[src/rtl/cdb_arbiter.sv]
// rtl/cdb_arbiter.sv - round-robin common data bus arbiter with registered broadcast
`ifndef XLEN
`define XLEN 32
`endif

package cdb_pkg;
  localparam int ROB_TAG_W = 5;

  typedef struct packed {
    logic [`XLEN-1:0]     v;
    logic [ROB_TAG_W-1:0] rob_tag;
    logic                 take_branch;
    logic                 done;
  } fu_out_packet_t;
endpackage

module cdb_arbiter
  import cdb_pkg::*;
#(
  parameter int NUM_FU = 4
) (
  input  logic                           clock,
  input  logic                           reset,
  input  fu_out_packet_t [NUM_FU-1:0]    fu_out_packet,
  input  logic                           squash,
  output logic [NUM_FU-1:0]              ack,
  output logic                           cdb_valid,
  output logic [`XLEN-1:0]               cdb_v,
  output logic [ROB_TAG_W-1:0]           cdb_rob_tag,
  output logic                           cdb_take_branch
);

  localparam int PTR_W = $clog2(NUM_FU);

  logic [PTR_W-1:0] rr_ptr;
  logic [PTR_W-1:0] scan_idx [NUM_FU];
  logic [PTR_W-1:0] grant_idx;
  logic [PTR_W-1:0] next_ptr;
  logic             grant;

  // Candidate indices in priority order, starting at the round-robin pointer.
  always_comb begin
    for (int k = 0; k < NUM_FU; k++) begin
      scan_idx[k] = PTR_W'((int'(rr_ptr) + k) % NUM_FU);
    end
  end

  // First requester in scan order wins; reset and squash block any grant.
  always_comb begin
    grant     = 1'b0;
    grant_idx = '0;
    if (!reset && !squash) begin
      for (int k = NUM_FU - 1; k >= 0; k--) begin
        if (fu_out_packet[scan_idx[k]].done) begin
          grant     = 1'b1;
          grant_idx = scan_idx[k];
        end
      end
    end
    ack = grant ? ({{(NUM_FU-1){1'b0}}, 1'b1} << grant_idx) : '0;
  end

  // Pointer moves just past the winner, wrapping at the last FU.
  always_comb begin
    next_ptr = (grant_idx == PTR_W'(NUM_FU - 1)) ? '0 : grant_idx + 1'b1;
  end

  // Register the granted result onto the CDB; payload holds when idle.
  always_ff @(posedge clock) begin
    if (reset) begin
      cdb_valid       <= 1'b0;
      cdb_v           <= '0;
      cdb_rob_tag     <= '0;
      cdb_take_branch <= 1'b0;
      rr_ptr          <= '0;
    end else if (grant) begin
      cdb_valid       <= 1'b1;
      cdb_v           <= fu_out_packet[grant_idx].v;
      cdb_rob_tag     <= fu_out_packet[grant_idx].rob_tag;
      cdb_take_branch <= fu_out_packet[grant_idx].take_branch;
      rr_ptr          <= next_ptr;
    end else begin
      cdb_valid       <= 1'b0;
    end
  end

endmodule
[config.mk]
export PLATFORM = sky130hd
export DESIGN_NAME = cdb_arbiter
export DESIGN_NICKNAME = d
export VERILOG_FILES = /design/src/rtl/cdb_arbiter.sv
export SDC_FILE = /design/constraint.sdc
export NUM_CORES = 1
export LEC_CHECK = 0
export BUFFER_PORTS_ARGS = -buffer_cell sky130_fd_sc_hd__buf_2
export CORE_ASPECT_RATIO = 0.8
export CORE_MARGIN = 5
export CORE_UTILIZATION = 35
export CTS_BUF_LIST = sky130_fd_sc_hd__clkbuf_8
export DETAILED_ROUTE_END_ITERATION = 8
export PLACE_DENSITY_LB_ADDON = 0.12
export RECOVER_POWER = 100
export SETUP_SLACK_MARGIN = 0.1
export SLEW_MARGIN = 20
export SYNTH_ARGS = -nofsm -noshare
export SYNTH_HDL_FRONTEND = slang
export SYNTH_SLANG_ARGS = --single-unit
[constraint.sdc]
create_clock -name clock -period 2.05 [get_ports clock]
set_clock_uncertainty 0.2 [all_clocks]
set_input_delay 0.41 -clock clock [delete_from_list [all_inputs] [get_ports clock]]
set_output_delay 0.41 -clock clock [all_outputs]
set_load 0.02 [all_outputs]
==> metrics.txt, run 1 <==
MaxCap Viol Count 0; Top cell by count, worst path buf_6; Top-Level Pins about 200; die outline area roughly 8400 µm²; Overall Global Routing Usage 0.202; post-synth top area cell dfxtp_1; worst-margin pin slew just under 0.6 ns; worst path required time 1.44 ns; CP Cell Sequence buf_6 > o211ai_1 > o22ai_2 > or2_4 > inv_4 > ha_2 > and2_4 > buf_6; min cycle time layout between 2 and 2.5 ns; root buffer cell clkbuf_8; fmax between 0.4 and 0.5 GHz; Clk Latency, worst-skew pair ~0.28 ns; First DRT Iteration DRCs 85; Setup TNS -3.20 ns; initial core utilization 0.363; status complete, but fails checks; share of layout cells above drive strength 1 0.499; Worst setup SP type register; Setup-failing EPs final 42; syn nets slightly above 400; FP Rows 26; failing checks setup timing; Pleak roughly 2 nW; Crit Path Max Fanout 4; Cells after Synth ~250; area grow syn2layout 70.7%; via count ~2800; htree depth 2; Multi-input gate area about 1500 µm²; gr ovfl total 0; Placed Area roughly 3600 µm²; commonest cells in the netlist dfxtp_1, nand2_1, a221o_1, mux2i_1, o21ai_1; Worst Setup Slack post-DPL -0.309 ns; crit path DAT 1.74 ns; DRT Pass-1 Iters 4; post-synth top area share 0.353; most common cell in the netlist dfxtp_1; first-pass GRT wire length between 10000 and 15000 µm; Vias per Instance a little over 5; relative slew slack 0.610; Buffers on Ports approximately 200; Sequential Area between 800 and 900 µm²; Final Hold Fails 0; initial antenna violation count 0; period utilization 1.15; largest net degree at the start of global routing 39; Fill cells ~580; Post-Syn Area approximately 2300 µm²; CP endpoint kind output port; YS warnings 0; Yosys cell types 29; number of antenna diodes 0; die width slightly above 100 µm; worst hold-check path type in -> reg; core area approximately 6400 µm²; clk sink count roughly 40; vias in the first global route approximately 2800; Worst path slowest cell dfxtp_4; hold slack roughly 0.14 ns; VDD IR max around 280 µV; commonest register cell after synthesis dfxtp_1; final worst setup slack -0.303 ns; CTS tree yes; post-layout util 0.619; ranking of synthesized cells by area dfxtp_1, a221o_1, mux2i_1; post-DP HPWL about 6800 µm; DRC 0; placed instance count 538; post-route ant nets 0; final wirelength 9610 µm; die span in y between 80 and 90 µm; slowest stage delay, CP roughly 0.37 ns; clock-pin transition on the worst setup and hold timing paths 0.08 ns; post-route insts no fill around 560; WL/cell about 17 µm; syn avg cell area 9.23 µm²; gpl congestion ~0.85; Seq/Total Area, Yosys 0.353; crit path kind reg -> out; RSZ-0062 raised after global routing true; Layout Nets approximately 630; Slew Viols, Final 0; Finished Cell Area approximately 4000 µm²; flops & latches, synth 41; Num CTS Buffers 5; CTS Buffer Depth 2; pwr/cell area 586 nW/µm²; total chip power roughly 2.3 mW; ys async rst share 0; EDFF count, synth 0
==> cells by family (layout without fill, tap and decap cells) <==
| kind of cell | Yosys count | count (layout) | share of synthesized area |
|---|---|---|---|
| and+or+nand+nor | 57 | 57 | 0.108 |
| adders and majority gates | 4 | 4 | 0.0215 |
| AOI/OAI and AO/OA | 88 | 88 | 0.283 |
| buffers and inverters | 24 | 243 | 0.0710 |
| muxes | 38 | 38 | 0.164 |
| DFF | 41 | 41 | 0.353 |
==> power breakdown <==
part / internal [mW] / switching (mW)
registers: 0.879 / 0.0469
clock network: 0.393 / 0.284
logic: 0.351 / 0.373
total: 1.62 / 0.704
==> timing repair <==
action | in CTS | in global routing
hold buffers | 0 | 0
pin swaps | 5 | 5
gates cloned | 0 | 6
buffers inserted | 3 | 2
gates resized for setup | 18 | 25
endpoints found under the setup margin | 42 | 42
==> cells in the final DEF (no fill, tap or decap), types with 5 or more instances in the layout <==
master     Yosys  routed
o21ai_1       27      24
nand2_1       39      39
clkbuf_8       0       6
dfxtp_1       41      39
clkbuf_16      0       6
a221o_1       38      38
buf_2          5     158
o21ai_0       14      12
buf_4          8      16
clkbuf_1       1      39
buf_12         0       6
mux2i_1       38      31
buf_6          5       6
mux2i_2        0       5
==> layer usage <==
layer / global-route usage / vias up / share of wire
met3: 0.0578 / 8 / 0.096
met4: 0.0519 / 0 / 0.011
met2: 0.362 / 136 / 0.49
li1: - / 1390 / -
met5: 0 / - / 0
met1: 0.232 / 1268 / 0.40
==> worst max-delay path, delay by kind of cell (launching register included) <==
| kind | cells | cell delay (ns) |
|---|---|---|
| compound gates | 2 | 0.23 |
| simple gates | 2 | 0.40 |
| buf+inv | 3 | 0.31 |
| flops | 1 | 0.37 |
| fa+ha+maj | 1 | 0.15 |
==> sequential cells by signal (all words and copies together), names as in the netlist <==
register         count
cdb_valid            1
cdb_v               32
rr_ptr               2
cdb_take_branch      1
cdb_rob_tag          5
==> final timing paths <==
kind,from,slack [ns],cells after the start,end
max,rr_ptr[0]$_SDFFE_PP0P_,-0.30,8,ack[3]
min,fu_out_packet[113],0.14,2,cdb_v[28]$_SDFFE_PP0P_
max reg2reg,rr_ptr[0]$_SDFFE_PP0P_,-0.08,9,cdb_v[18]$_SDFFE_PP0P_
min reg2reg,cdb_v[12]$_SDFFE_PP0P_,0.36,3,cdb_v[12]$_SDFFE_PP0P_
==> cell type report <==
type / instances / area share
sequential: 41 / 0.209
multi-input combinational: 187 / 0.379
inverter: 4 / 0.00442
tap: 84 / 0.0265
clock buffer: 6 / 0.0208
clock inverter: 2 / 0.00851
timing repair buffer: 231 / 0.352
No activity file was read; power rests on OpenSTA's default activity.
==> run 2: changes to the inputs <==
ABC_AREA = 1   (was default)
CORE_MARGIN = default   (was 5)
CORE_UTILIZATION = 42   (was 35)
==> run 2 against run 1 <==
The flow still finishes with violations (setup timing). Count of clock-buffer cells in the layout did not move. Setup slack got worse by 0.27 ns. Combinational power rose by 110%. Wire length rose by 42%. Power rose by 30%. Die area rose by 12%. Hold slack improved by 0.14 ns. Core utilization rose by 3.1 points. Critical path type unchanged. Critical endpoint unchanged. Largest power group is now combinational cells.
==> metrics.txt, run 2 <==
Seq/Total Area, Yosys 0.218; DRC 0; Slew Viols, Final 0; crit-path leading delay family simple AND/OR/NAND/NOR gates; flops & latches, synth 41; CP bufs+invs 4; die outline area approximately 9400 µm²; commonest register cell after synthesis dfxtp_1; relative slew slack 0.498; Crit Reg-Reg Startpoint rr_ptr[0]$_SDFFE_PP0P_; initial core utilization 0.438; via count 5148; CP Cell Sequence buf_6 > o21ai_4 > nand2_2 > nand3b_1 > nand3_2 > a21oi_4 > buf_6 > ha_4 > inv_2 > nor2_4 > buf_6; Worst setup SP type register; Top Registers cdb_v: 32 flops, cdb_rob_tag: 5 flops, rr_ptr: 2 flops; most frequent cells in the layout nand2_1, buf_2, inv_1, nand3_1, nand4_1; post-route ant nets 0; post-layout util 0.650; RR Endpoint cdb_v[23]$_SDFFE_PP0P_; period utilization 1.28; Global Route met1 Usage 0.317; WL/cell 13.5 µm; Worst path slowest cell dfxtp_4; Post-Syn Area roughly 3800 µm²; post-DP HPWL ~9000 µm; ys async rst share 0; worst-margin pin slew 0.753 ns; post-synth top area cell dfxtp_1; First DRT Iteration DRCs about 370; most common cell in the netlist nand2_1; commonest cells in the netlist nand2_1, inv_1, nand3_1, nand4_1, dfxtp_1; fmax 0.381 GHz; Crit. Startpoint rr_ptr[0]$_SDFFE_PP0P_; WP depth 11; final worst setup slack -0.573 ns; failing checks setup timing; slowest stage delay, CP around 0.39 ns; die span in y roughly 87 µm; clk sink count just over 40; Setup TNS -12.85 ns; root buffer cell clkbuf_8; Pleak roughly 3.4 nW; die width 108 µm; syn avg cell area around 5.4 µm²; Top-Level Pins ~200; Buffers on Ports 201; crit path kind reg -> out; YS warnings 0; worst path required time 1.44 ns; gpl congestion slightly above 0.9; VDD IR max between 300 and 400 µV; min cycle time layout between 2 and 3 ns; r2r worst-path depth 12; Final Hold Fails 0; Top cell by count, worst path buf_6; Num CTS Buffers 5; vias in the first global route ~4500; number of antenna diodes 0; CP endpoint kind output port; ranking of synthesized cells by area dfxtp_1, nand2_1, inv_1; crit path DAT 2.01 ns; syn nets approximately 860; Setup-failing EPs final 42; initial antenna violation count 0; share of layout cells above drive strength 1 0.303; GR peak layer met2; FP Rows 30; clock-pin transition on the worst setup and hold timing paths ~0.07 ns; first-pass GRT wire length 20500 µm; Cells after Synth about 700; GR Util met2 0.492; placed instance count 984; largest net degree at the start of global routing 76; Fill cells about 840; Crit Path Max Fanout 8; CTS tree yes; Yosys cell types 23; R2R setup slack -0.33 ns; most common cell after layout, fill and taps aside nand2_1; CTS Buffer Depth 2; RSZ-0062 raised after global routing true; crit path to ack[3]; core area about 8600 µm²; area grow syn2layout 48.2%; post-synth top area share 0.218; htree depth 2; max FFs per register 32; final wirelength 13600 µm; status complete, but fails checks; Top reg by flops cdb_v; EDFF count, synth 0; DRT Pass-1 Iters 5; pwr/cell area between 500 and 600 nW/µm²; gr ovfl total 0; Overall Global Routing Usage 0.271; Layout Nets 1060; post-route insts no fill 1009; worst hold-check path type reg -> reg; Clk Latency, worst-skew pair ~0.29 ns; MaxCap Viol Count 0; Vias per Instance around 5.1; M3 GR Usage 0.0602
==> run 2: cell types whose count changed in the layout (fill, tap and decap cells not counted), moves of 6 or more <==
cell,previous run,this run
buf_4,16,24
nand4_1,0,76
a221o_1,38,0
nand2_1,39,197
nand3_2,0,8
inv_2,1,7
mux2i_1,31,0
nand2_2,0,11
o21ai_1,24,0
inv_1,3,156
o21ai_0,12,1
nand3_1,0,114
buf_6,6,15
==> run 2: routing by layer <==
| metal | up-vias | part of all wire |
|---|---|---|
| met5 | - | 0 |
| met3 | 29 | 0.082 |
| met4 | 0 | 0.019 |
| met1 | 2280 | 0.41 |
| met2 | 272 | 0.49 |
| li1 | 2567 | - |
==> run 2: timing repair <==
action	in CTS	in global routing
cloned	1	5
setup buffers	8	6
hold buffers	0	0
endpoints found under the hold margin	0	0
gates resized for setup	28	32
endpoints found under the setup margin	45	45
pin swaps	10	10
==> run 2: through the flow <==
stage / power [mW] / worst slack (ns) / area, µm² / hold slack (ns)
floorplan: 1.83 / -0.106 / 3880 / 0.341
global placement: 2.32 / -0.253 / 5100 / 0.255
detailed placement: 2.34 / -0.371 / 5100 / 0.256
CTS: 2.95 / -0.478 / 5400 / 0.272
global route: 3.22 / -0.633 / 5580 / 0.291
finish: 3.03 / -0.573 / 5580 / 0.272
==> run 2: final cells by class <==
cell class	instances	area, µm²	share of cell area
multi-input cells	432	2280	0.409
well taps	112	140	0.0251
clock inverters	1	3.75	0.000672
repair buffers	251	1610	0.288
flip-flops and latches	41	828	0.148
clock buffers	6	82.6	0.0148
inverters	166	636	0.114
==> run 2: worst register-to-register path, stage by stage (launching register included) <==
cell      delay [ns]
dfxtp_4         0.39
buf_6           0.14
o21ai_4         0.14
nand2_2         0.10
nand3b_1        0.14
nand3_2         0.14
a21oi_4         0.20
buf_6           0.13
buf_4           0.39
nand3_1         0.16
nand2_1         0.09
nand2_1         0.06
nand2_1         0.05
==> run 2: power breakdown <==
group | switching [mW] | total [mW] | internal (mW)
clock | 0.267 | 0.530 | 0.262
sequential | 0.0647 | 0.961 | 0.897
combinational | 0.919 | 1.53 | 0.616
total | 1.25 | 3.03 | 1.77
==> run 2: how the worst min path moves through the flow <==
stage | start | end | slack (ns) | depth (start not counted)
final | cdb_v[18]$_SDFFE_PP0P_ | cdb_v[18]$_SDFFE_PP0P_ | 0.27 | 2
after global placement | cdb_rob_tag[2]$_SDFFE_PP0P_ | cdb_rob_tag[2]$_SDFFE_PP0P_ | 0.26 | 2
after global routing | cdb_rob_tag[2]$_SDFFE_PP0P_ | cdb_rob_tag[2]$_SDFFE_PP0P_ | 0.29 | 2
after detailed placement | cdb_v[18]$_SDFFE_PP0P_ | cdb_v[18]$_SDFFE_PP0P_ | 0.26 | 2
after floorplan | rr_ptr[1]$_SDFFE_PP0P_ | rr_ptr[1]$_SDFFE_PP0P_ | 0.34 | 2
after CTS | cdb_rob_tag[2]$_SDFFE_PP0P_ | cdb_rob_tag[2]$_SDFFE_PP0P_ | 0.27 | 2
==> run 2: logic make-up after synthesis <==
kind of cell,count (synthesis),synth area share
adder cells (fa/ha/maj),4,0.0133
flip-flops,41,0.218
XOR/XNOR,1,0.00233
buffers and inverters,219,0.237
AO/OA/AOI/OAI,9,0.0146
AND/OR/NAND/NOR,418,0.515
==> run 3: changes to the inputs <==
RECOVER_POWER = default   (was 100)
==> run 3 against run 2 <==
The run still ends with setup timing left. First-iteration DRC count down 9.5%. Register-to-register slack about the same. Non-clock buffer count unchanged. Fmax is essentially flat. Wire length up 0.11%. Die area stayed put. Clock power barely moved. Final cell count stayed put. Core utilization increased by 0.57 points. Global-route usage is the same. Largest cell class unchanged.
==> metrics.txt, run 3 (same netlist as run 2, synthesis figures left out) <==
die width between 100 and 150 µm; max FFs per register 32; Pleak ~3.5 nW; fmax roughly 0.38 GHz; final wirelength 13600 µm; final worst setup slack -0.574 ns; MaxCap Viol Count 0; status complete, but fails checks; Buffers on Ports roughly 200; crit path DAT roughly 2.0 ns; WL/cell about 13 µm; Hold Crit Start cdb_v[8]$_SDFFE_PP0P_; Sequential Area 828 µm²; hold slack between 0.2 and 0.3 ns; clk sink count ~40; RR Endpoint cdb_v[23]$_SDFFE_PP0P_; placed instance count ~980; Vias per Instance ~5.1; period utilization 1.28; Num CTS Buffers 5; FP Rows 30; VDD IR max about 340 µV; Crit Path Max Fanout 8; post-DP HPWL slightly above 9000 µm; Slew Viols, Final 0; Top reg by flops cdb_v; Fill cells roughly 810; R2R setup slack -0.33 ns; Top cell by count, worst path buf_6; core area between 8000 and 9000 µm²; Top-Level Pins ~200; Worst setup SP type register; First DRT Iteration DRCs roughly 330; CTS Buffer Depth 2; DRC 0; RSZ-0062 raised after global routing true; die span in y 86.7 µm; DRT Pass-1 Iters 6; first-pass GRT wire length ~20000 µm; Worst Setup Slack post-DPL -0.371 ns; Setup TNS -12.85 ns; clock-pin transition on the worst setup and hold timing paths approximately 0.070 ns; number of antenna diodes 0; largest net degree at the start of global routing 76; Worst path slowest cell dfxtp_4; CTS tree yes; worst path required time about 1.4 ns; initial core utilization 0.438; Endpoint, Worst Hold cdb_v[8]$_SDFFE_PP0P_; worst-margin pin slew roughly 0.77 ns; root buffer cell clkbuf_8; gr ovfl total 0; total chip power slightly above 3 mW; crit path kind reg -> out; worst hold-check path type reg -> reg; pwr/cell area roughly 540 nW/µm²; share of layout cells above drive strength 1 0.347; post-route ant nets 0; most frequent cells in the layout nand2_1, buf_2, inv_1, nand3_1, nand4_1; vias in the first global route 4489; failing checks setup timing; die outline area between 9000 and 10000 µm²; r2r worst-path depth 12; Setup-failing EPs final between 40 and 50; htree depth 2; Top Registers cdb_v: 32 flops, cdb_rob_tag: 5 flops, rr_ptr: 2 flops; Overall Global Routing Usage 0.271; post-route insts no fill 1009; Clk Latency, worst-skew pair 0.29 ns; initial antenna violation count 0; CP Cell Sequence buf_6 > o21ai_4 > nand2_2 > nand3b_1 > nand3_2 > a21oi_4 > buf_6 > ha_4 > inv_2 > nor2_4 > buf_6; relative slew slack 0.484; via count 5131; slowest stage delay, CP between 0.3 and 0.4 ns; Layout Nets about 1100; CP endpoint kind output port; Crit Reg-Reg Startpoint rr_ptr[0]$_SDFFE_PP0P_; gpl congestion just over 0.9; Multi-input gate area ~2300 µm²; Hold Path Depth 2; Final Hold Fails 0; min cycle time layout around 2.6 ns; area grow syn2layout 49.5%
[run 3: worst max path at each step]
stage	start	endpoint	cells past startpoint
6_report	rr_ptr[0]$_SDFFE_PP0P_	ack[3]	11
5_1_grt	rr_ptr[0]$_SDFFE_PP0P_	ack[3]	11
4_1_cts	rr_ptr[0]$_SDFFE_PP0P_	ack[3]	11
3_5_place_dp	fu_out_packet[117]	ack[2]	11
3_3_place_gp	fu_out_packet[117]	ack[2]	11
2_1_floorplan	rr_ptr[0]$_SDFFE_PP0P_	ack[2]	10
[run 3: layout make-up]
class,count,area share
Sequential cell,41,0.147
Multi-Input combinational cell,432,0.406
Tap cell,112,0.0249
Inverter,166,0.113
Clock inverter,1,0.000666
Timing Repair Buffer,251,0.294
Clock buffer,6,0.0147
[run 3: per-layer routing]
| metal | vias up | wire, µm | GRT usage | share of wire |
|---|---|---|---|---|
| li1 | 2565 | - | - | - |
| met4 | 0 | 249 | 0.0809 | 0.018 |
| met1 | 2270 | 5590 | 0.317 | 0.41 |
| met3 | 31 | 1230 | 0.0602 | 0.090 |
| met2 | 265 | 6550 | 0.492 | 0.48 |
| met5 | - | 0 | 0 | 0 |
[run 3: what timing repair did]
| item | in CTS | in global routing |
|---|---|---|
| cloned | 1 | 5 |
| hold buffers | 0 | 0 |
| endpoints found under the hold margin | 0 | 0 |
| setup endpoints to repair | 45 | 45 |
| pin swaps | 10 | 10 |
| resized for setup | 28 | 32 |
| setup buffers | 8 | 6 |
[run 3: worst max-delay path, delay by kind of cell (launching register included)]
| kind | cells | cell delay (ns) |
|---|---|---|
| adder cells (fa/ha/maj) | 1 | 0.12 |
| AND/OR/NAND/NOR | 4 | 0.46 |
| buffers and inverters | 4 | 0.43 |
| flip-flops | 1 | 0.39 |
| AO/OA/AOI/OAI | 2 | 0.33 |
[run 3: per-stage QoR]
step	instance area (µm²)	utilization
finish	5630	0.655
global route	5630	0.655
CTS	5400	0.628
detailed placement	5100	0.594
global placement	5100	0.594
floorplan	3880	-
[run 3: report_power, final]
part           switching [mW]  total [mW]  internal [mW]
registers              0.0622       0.959          0.897
logic                   0.919        1.56          0.642
clock network           0.269       0.531          0.262
total                    1.25        3.05           1.80
